### config.mk
export PLATFORM = sky130hd
export DESIGN_NAME = sumador_acumulador_flat
export DESIGN_NICKNAME = d
export VERILOG_FILES = /design/src/rtl/sumador_acumulador_if.sv /design/src/rtl/sumador_acumulador.sv /design/src/flat_wrapper.sv
export SDC_FILE = /design/constraint.sdc
export NUM_CORES = 1
export LEC_CHECK = 0
export ABC_CLOCK_PERIOD_IN_PS = 5200
export CORE_MARGIN = 2
export CORE_UTILIZATION = 51
export DETAILED_ROUTE_END_ITERATION = 12
export PLACE_DENSITY = 0.81
export REMOVE_ABC_BUFFERS = 1
export SYNTH_ARGS = -nofsm -noshare
export SYNTH_HDL_FRONTEND = slang
export SYNTH_SLANG_ARGS = --single-unit
### constraint.sdc
create_clock -name Clock -period 5.2 [get_ports Clock]
set_input_delay 0.52 -clock Clock [delete_from_list [all_inputs] [get_ports Clock]]
set_output_delay 0.52 -clock Clock [all_outputs]
set_load 0.005 [all_outputs]
### src/rtl/sumador_acumulador_if.sv
// rtl/sumador_acumulador_if.sv - operand stream in, sum/flags out, with valid/ready and valid/ack handshakes
interface sumador_acumulador_if #(
  parameter int WIDTH = 4
);
  logic             iCarry0;
  logic             iValid;
  logic [WIDTH-1:0] iOperand;
  logic             oReady;
  logic             iClear;
  logic             oValid;
  logic [WIDTH+1:0] oSum;
  logic             oCarry;
  logic             oOverflow;
  logic             iAck;

  modport slave (
    input  iCarry0, iValid, iOperand, iClear, iAck,
    output oReady, oValid, oSum, oCarry, oOverflow
  );

  modport master (
    output iCarry0, iValid, iOperand, iClear, iAck,
    input  oReady, oValid, oSum, oCarry, oOverflow
  );
endinterface

### src/rtl/sumador_acumulador.sv
// rtl/sumador_acumulador.sv - sequential four-operand accumulator with carry-in, carry-out and overflow
module sumador_acumulador #(
  parameter int WIDTH = 4
) (
  input  logic                  Clock,
  input  logic                  Reset,
  sumador_acumulador_if.slave   bus
);
  localparam int N_OPS = 4;
  localparam int SW    = WIDTH + 2;

  typedef enum logic [1:0] {
    S_IDLE  = 2'd0,
    S_ACCUM = 2'd1,
    S_DONE  = 2'd2
  } state_e;

  state_e          state_q, state_d;
  logic [SW-1:0]   acc_q, acc_d;
  logic [2:0]      count_q, count_d;
  logic [SW-1:0]   operand_ext;
  logic [SW-1:0]   carry_ext;

  assign operand_ext = {2'b00, bus.iOperand};
  assign carry_ext   = {{(SW-1){1'b0}}, bus.iCarry0};

  always_ff @(posedge Clock) begin
    if (Reset) begin
      state_q <= S_IDLE;
      acc_q   <= '0;
      count_q <= '0;
    end else begin
      state_q <= state_d;
      acc_q   <= acc_d;
      count_q <= count_d;
    end
  end

  always_comb begin
    state_d = state_q;
    acc_d   = acc_q;
    count_d = count_q;
    case (state_q)
      S_IDLE: begin
        if (bus.iClear) begin
          acc_d   = '0;
          count_d = '0;
        end else if (bus.iValid) begin
          acc_d   = operand_ext + carry_ext;
          count_d = 3'd1;
          state_d = S_ACCUM;
        end
      end
      S_ACCUM: begin
        // Clear wins over a same-cycle operand, which is dropped.
        if (bus.iClear) begin
          acc_d   = '0;
          count_d = '0;
          state_d = S_IDLE;
        end else if (bus.iValid) begin
          acc_d   = acc_q + operand_ext;
          count_d = count_q + 3'd1;
          if (count_q == 3'(N_OPS - 1)) begin
            state_d = S_DONE;
          end
        end
      end
      S_DONE: begin
        if (bus.iAck) begin
          acc_d   = '0;
          count_d = '0;
          state_d = S_IDLE;
        end
      end
      default: begin
        acc_d   = '0;
        count_d = '0;
        state_d = S_IDLE;
      end
    endcase
  end

  // Outputs decode registered state only.
  assign bus.oReady    = (state_q != S_DONE);
  assign bus.oValid    = (state_q == S_DONE);
  assign bus.oSum      = acc_q;
  assign bus.oCarry    = acc_q[WIDTH];
  assign bus.oOverflow = |acc_q[SW-1:WIDTH];
endmodule
### src/flat_wrapper.sv
// flat-port wrapper written by rule: the top's interface ports become plain ports
module sumador_acumulador_flat 
#(
  parameter int WIDTH = 4
)
  (Clock, Reset, bus_iCarry0, bus_iValid, bus_iOperand, bus_iClear, bus_iAck, bus_oReady, bus_oValid, bus_oSum, bus_oCarry, bus_oOverflow);
  sumador_acumulador_if #(.WIDTH(WIDTH)) bus_i ();
  input  logic Clock;
  input  logic Reset;
  input wire logic [$bits(bus_i.iCarry0)-1:0] bus_iCarry0;
  input wire logic [$bits(bus_i.iValid)-1:0] bus_iValid;
  input wire logic [$bits(bus_i.iOperand)-1:0] bus_iOperand;
  input wire logic [$bits(bus_i.iClear)-1:0] bus_iClear;
  input wire logic [$bits(bus_i.iAck)-1:0] bus_iAck;
  output wire logic [$bits(bus_i.oReady)-1:0] bus_oReady;
  output wire logic [$bits(bus_i.oValid)-1:0] bus_oValid;
  output wire logic [$bits(bus_i.oSum)-1:0] bus_oSum;
  output wire logic [$bits(bus_i.oCarry)-1:0] bus_oCarry;
  output wire logic [$bits(bus_i.oOverflow)-1:0] bus_oOverflow;
  assign bus_i.iCarry0 = bus_iCarry0;
  assign bus_i.iValid = bus_iValid;
  assign bus_i.iOperand = bus_iOperand;
  assign bus_i.iClear = bus_iClear;
  assign bus_i.iAck = bus_iAck;
  assign bus_oReady = bus_i.oReady;
  assign bus_oValid = bus_i.oValid;
  assign bus_oSum = bus_i.oSum;
  assign bus_oCarry = bus_i.oCarry;
  assign bus_oOverflow = bus_i.oOverflow;
  sumador_acumulador #(.WIDTH(WIDTH)) u_core (.Clock(Clock), .Reset(Reset), .bus(bus_i));
endmodule
==> flow_metrics.tcl, run 1 <==
set metrics [dict create \
    routedWlPerCell_um 14.9 \
    synth_seq_area_share 0.275 \
    regArea_um2 220 \
    track_usage 0.225 \
    synth_area_um2 802 \
    area_growth_pct 24.6 \
    yosys-top-cells-count "dfxtp_1, ha_1, nor2_1" \
    drt-initial-drc-count 13 \
    grt_first_pass_wirelength_um 3180 \
    initial_core_util 0.539 \
    cts_setup_buffers 0 \
    io_buffers 19 \
    yosysMostFrequentCell "dfxtp_1" \
    rows 14 \
    crit_type "flip-flop to output pin" \
    reg2regPathDepth 4 \
    clk_pin_slew_ns 0.07 \
    synth_edf_count 0 \
    io_pins 20 \
    setup_viol 0 \
    status "finished clean" \
    cap_violations 0 \
    critical_path_buf_inv_count 1 \
    synth_top_area_frac 0.275 \
    period_share 0.423 \
    firstDrtPassIters 4 \
    gr-total-overflow 0 \
    cp-startpoint "u_core.state_q[0]$_SDFFE_PP0P_" \
    cp.depth 2 \
    ant_nets 0 \
    syn_avg_cell_area_um2 8.91 \
    remaining_drc_errors 0 \
    critPathMaxFanout 13 \
    ys.flop_type "dfxtp_1" \
    yosys.area_share.simple 0.193 \
    reg2reg_to "u_core.bus.oSum[1]$_SDFFE_PP0P_" \
    die_area_mm2 0.00191 \
    ctsHoldBuffers 0 \
    diodes 0 \
    place_congestion 0.882 \
    synth_adder_area_share 0.150 \
    grt_setup_unrepaired "false" \
    cts_buffer_depth 2 \
    period_minus_slack_ns 2.20 \
    cp_cell_sequence "or2b_1, clkdlybuf4s50_1" \
    synth_xor_area_frac 0.0328 \
    yosys.area.top_type "dfxtp_1" \
    cpMaxStageDelayCell "dfxtp_1" \
    insertion_delay_ns 0.27 \
    cts_sinks 11 \
    synth_top_family_by_area "compound AO/OA/AOI/OAI gates" \
    cts-root-buf "clkbuf_4" \
    synthMuxAreaShare 0.0889 \
    r2r_setup_slack_ns 3.42 \
    yosys_warnings 0 \
    async_flop_share 0 \
    tightestPinTransition_ns 0.587 \
    dp_hpwl_um 1370 \
    fin_worst_skew_ns 0.00270 \
    start_kind "flip-flop" \
    cts_buffers 3 \
    routed_wl_um 1830 \
    htree_levels 1 \
    cts.repair.resized 0 \
    cts_tree "yes" \
    end_kind "output pin" \
    n_fill_cell 131 \
    vdd_drop_max_mv 0.152 \
    grt_max_degree 14 \
    hold_path_depth 2 \
    antenna_found_initial 0 \
    power.share.switching 0.285 \
    max_freq_mhz 454 \
    setup_tns_ns 0 \
    hold_viol_final 0 \
    synth.area.top_cells "dfxtp_1, ha_1, mux2i_1, a21oi_1, nor2_1" \
    drive_gt1_frac 0.0748 \
    vias 754 \
    synth_compound_area_frac 0.193 \
    multiInputGateArea_um2 528 \
    yosys.cell_types.count 35 \
    internal_power_uw 138 \
    utilization 0.671 \
    pwr-share-clk 0.311 \
    drv_slew 0 \
    min_path_type "flip-flop to flip-flop" \
    power.leakage_uw 0.000393 \
    cpPeakStageDelay_ns 0.63 \
    pwr-share-seq 0.469 \
    die_width_um 43.7 \
    synthCells 90 \
    slew_headroom 0.609 \
    worstPathRequired_ns 4.68 \
    coreArea_mm2 0.00149 \
    path_delay_family "flip-flops" \
    fin_hold_ws_ns 0.457 \
    grt_pass1_vias 749 \
    r2r-start "u_core.state_q[0]$_SDFFE_PP0P_" \
    comb_power_share 0.220 \
    dieHeight_um 43.7 \
    vias_per_cell 6.13 \
    nets 127 \
    power_density_mw_per_mm2 194 \
    ys_ff_latch 11 \
    min-delay-start "u_core.count_q[2]$_SDFFE_PP0P_" \
    power_switching_uw 55.2 \
    endpoint "bus_oReady" \
    cp.arrival_ns 1.68 \
]
-- routing by layer --
metal  vias to the layer above  GRT usage  routed length [um]
li1                        366          -                   -
met1                       364      0.287                 810
met2                        22      0.379                 922
met3                         2     0.0250                  92
met4                         0      0.103                   5
met5                         -          0                   0
-- worst min-delay path, cell delays in order (launching register included) --
cell	delay, ns
dfxtp_1	0.32
nand2_1	0.05
a21oi_1	0.05
-- through the flow --
| stage | area, um^2 | total power [uW] | cells | setup slack [ns] |
|---|---|---|---|---|
| 2_1_floorplan | 763 | 114 | 84 | 3.35 |
| 3_3_place_gp | 973 | 133 | 119 | 2.79 |
| 3_5_place_dp | 973 | 135 | 119 | 2.74 |
| 4_1_cts | 1000 | 196 | 123 | 3.00 |
| 5_1_grt | 1000 | 204 | 123 | 2.92 |
| 6_report | 1000 | 193 | 123 | 3.00 |
-- power groups by stage --
stage	clock network (uW)	registers [uW]	logic, uW
5_1_grt	65.8	91.1	47.3
2_1_floorplan	0	92.0	22.2
4_1_cts	62.7	90.6	42.4
6_report	60.2	90.7	42.5
3_5_place_dp	0	92.7	42.0
3_3_place_gp	0	92.5	40.1
-- cells by family (layout without fill, tap and decap cells) --
group,count (synthesis),in the layout
simple gates,30,30
compound gates,20,20
flops,11,11
buf+inv,10,27
fa+ha+maj,9,9
mux,7,7
xor+xnor,3,3
-- placed cells by master, fill, tap and decap left out, drive strengths merged, types with 2 or more instances in the layout --
| cell | netlist | final |
|---|---|---|
| clkdlybuf4s50 | 0 | 19 |
| dfxtp | 11 | 11 |
| nor2 | 8 | 8 |
| ha | 8 | 8 |
| a21oi | 7 | 7 |
| mux2i | 6 | 6 |
| nand3 | 5 | 5 |
| nand2 | 5 | 5 |
| inv | 4 | 4 |
| clkbuf | 2 | 4 |
| xnor2 | 3 | 3 |
| a21o | 2 | 2 |
| nand4 | 2 | 2 |
| nand3b | 2 | 2 |
| a2111oi | 2 | 2 |
| and3 | 2 | 2 |
| or2 | 2 | 2 |
-- how the worst min path moves through the flow --
| stage | endpoint | slack, ns |
|---|---|---|
| floorplan | u_core.count_q[2]$_SDFFE_PP0P_ | 0.43 |
| global placement | u_core.count_q[2]$_SDFFE_PP0P_ | 0.44 |
| detailed placement | u_core.count_q[2]$_SDFFE_PP0P_ | 0.45 |
| CTS | u_core.count_q[2]$_SDFFE_PP0P_ | 0.46 |
| global route | u_core.count_q[1]$_SDFFE_PP0P_ | 0.49 |
| finish | u_core.count_q[2]$_SDFFE_PP0P_ | 0.46 |
-- cell type report --
cell class,count,share of cell area
clock buffer,4,0.0263
timing repair buffer,19,0.190
multi-input combinational,69,0.528
tap,16,0.0200
inverter,4,0.0150
sequential,11,0.220
-- state kept, by name, indices dropped and copies added (netlist names) --
name,cells
u_core.state_q,2
u_core.bus.oSum,6
u_core.count_q,3
Note: power is estimated with default switching activity, not from simulation.
==> inputs of run 2 (changes only) <==
--- a/config.mk
+++ b/config.mk
@@ -5,11 +5,11 @@
 export SDC_FILE = /design/constraint.sdc
 export NUM_CORES = 1
 export LEC_CHECK = 0
-export ABC_CLOCK_PERIOD_IN_PS = 5200
+export ABC_CLOCK_PERIOD_IN_PS = 1900
 export CORE_MARGIN = 2
-export CORE_UTILIZATION = 51
+export CORE_UTILIZATION = 43
 export DETAILED_ROUTE_END_ITERATION = 12
-export PLACE_DENSITY = 0.81
+export PLACE_DENSITY = 0.73
 export REMOVE_ABC_BUFFERS = 1
 export SYNTH_ARGS = -nofsm -noshare
 export SYNTH_HDL_FRONTEND = slang
==> constraint.sdc (replaced) <==
create_clock -name Clock -period 1.9 [get_ports Clock]
set_input_delay 0.19 -clock Clock [delete_from_list [all_inputs] [get_ports Clock]]
set_output_delay 0.19 -clock Clock [all_outputs]
set_load 0.005 [all_outputs]
==> run 2 against run 1 <==
  * Register-to-register slack lost 3.3 ns
  * Total power grew to 2.9 times the previous value
  * Clock power grew to 2.8 times the previous value
  * Non-clock buffer count is 13 higher
  * Global-route usage decreased by 2.3 points
  * Core utilization is 3.6 points lower
  * Largest cell class unchanged
  * Highest routed layer unchanged
==> flow_metrics.tcl, run 2 (synthesis results as in run 1) <==
set metrics [dict create \
    cap_violations 0 \
    largest_register_ffs 6 \
    routedWlPerCell_um 12.8 \
    routed_wl_um 1860 \
    cts_tree "yes" \
    cts_sinks 11 \
    place_congestion 0.861 \
    htree_levels 1 \
    hold-path-endpoint "u_core.count_q[2]$_SDFFE_PP0P_" \
    drv_slew 0 \
    use_met3 0.0692 \
    cp.arrival_ns 1.96 \
    worstPathRequired_ns 2.10 \
    ant_nets 0 \
    stdcell_area_mm2 0.00111 \
    utilization 0.635 \
    reg2regPathDepth 6 \
    antenna_found_initial 0 \
    remaining_drc_errors 0 \
    vias_per_cell 5.45 \
    grt_setup_unrepaired "false" \
    placed_area_mm2 0.00108 \
    fin_worst_skew_ns 0.0104 \
    drt-initial-drc-count 16 \
    gr-total-overflow 0 \
    die_width_um 47.2 \
    cts-root-buf "clkbuf_4" \
    nets 140 \
    grt.met1_usage 0.261 \
    grt_max_degree 14 \
    diodes 0 \
    r2r-start "u_core.bus.oSum[0]$_SDFFE_PP0P_" \
    cts_buffers 3 \
    top_usage_layer "met2" \
    status "finished clean" \
    grt_first_pass_wirelength_um 3190 \
    initial_core_util 0.459 \
    cts_setup_buffers 0 \
    crit_type "primary input to flip-flop" \
    die_area_mm2 0.00223 \
    hold_path_depth 2 \
    cts_buffer_depth 2 \
    power.leakage_uw 0.000458 \
    ctsHoldBuffers 0 \
    drive_gt1_frac 0.175 \
    coreArea_mm2 0.00175 \
    reg2reg_to "u_core.bus.oSum[4]$_SDFFE_PP0P_" \
    critPathMaxFanout 3 \
    tightestPinTransition_ns 0.507 \
    period_share 0.927 \
    most-common-layout-cells "clkdlybuf4s50_1, buf_4, dfxtp_1" \
    track_usage 0.202 \
    min-delay-start "u_core.count_q[2]$_SDFFE_PP0P_" \
    vdd_drop_max_mv 0.423 \
    setup_viol 0 \
    grt_pass1_vias 719 \
    insertion_delay_ns 0.28 \
    vias 790 \
    start_kind "primary input" \
    clk_pin_slew_ns 0.08 \
    end_kind "flip-flop" \
    r2r_setup_slack_ns 0.15 \
    hold_viol_final 0 \
    rows 15 \
    cp-startpoint "bus_iOperand[0]" \
    cts.repair.resized 0 \
    power_density_mw_per_mm2 501 \
    firstDrtPassIters 4 \
    io_buffers 19 \
    period_minus_slack_ns 1.76 \
    fin_hold_ws_ns 0.454 \
    area_growth_pct 38.2 \
    met2_usage 0.321 \
    final_common_cell "clkdlybuf4s50_1" \
    io_pins 20 \
    dieHeight_um 47.2 \
    max_freq_mhz 568 \
    min_path_type "flip-flop to flip-flop" \
    dp_hpwl_um 1440 \
    slew_headroom 0.661 \
]
## run 2: stage by stage
stage | setup WS, ns | cells | total power, uW | TNS (ns)
floorplan | 0.231 | 84 | 312 | 0
global route | 0.0647 | 145 | 588 | 0
CTS | 0.144 | 145 | 558 | 0
global placement | -0.125 | 141 | 386 | -0.181
finish | 0.138 | 145 | 555 | 0
detailed placement | -0.132 | 141 | 390 | -0.267
## run 2: cell type report
| type | count | area [um^2] |
|---|---|---|
| multi-input cells | 69 | 528 |
| repair buffers | 32 | 288 |
| well taps | 25 | 31.3 |
| inverters | 4 | 15.0 |
| clock buffers | 4 | 26.3 |
| fillers | 155 | 637 |
| flip-flops and latches | 11 | 220 |
## run 2: routing by layer
metal,vias to the layer above,routed length (um)
li1,395,-
met1,374,844
met2,19,920
met3,2,72
met4,0,25
met5,-,0
## run 2: worst max-delay path, stage by stage
cell	delay, ns
clkdlybuf4s50_1	0.43
ha_1	0.24
fa_1	0.41
a21o_1	0.18
a21oi_1	0.19
a31oi_1	0.12
o32ai_2	0.19
## run 2: worst max path at each step
stage,endpoint,cells past startpoint
after CTS,u_core.bus.oSum[4]$_SDFFE_PP0P_,7
after detailed placement,u_core.bus.oSum[4]$_SDFFE_PP0P_,7
final,u_core.bus.oSum[4]$_SDFFE_PP0P_,7
after global routing,u_core.bus.oSum[4]$_SDFFE_PP0P_,7
after floorplan,u_core.bus.oSum[5]$_SDFFE_PP0P_,5
after global placement,u_core.bus.oSum[4]$_SDFFE_PP0P_,7
## run 2: power by group
group	internal, uW	leakage (uW)	switching, uW
clock	81.4	0.0000150	88.2
combinational	76.9	0.000354	64.6
sequential	238	0.0000895	5.80
==> inputs of run 3 (changes only) <==
--- a/config.mk
+++ b/config.mk
@@ -9,6 +9,7 @@
 export CORE_MARGIN = 2
 export CORE_UTILIZATION = 43
 export DETAILED_ROUTE_END_ITERATION = 12
+export GPL_ROUTABILITY_DRIVEN = 0
 export PLACE_DENSITY = 0.73
 export REMOVE_ABC_BUFFERS = 1
 export SYNTH_ARGS = -nofsm -noshare
==> results of run 3 <==
Final layout, timing and power as in run 2 (identical DEF).
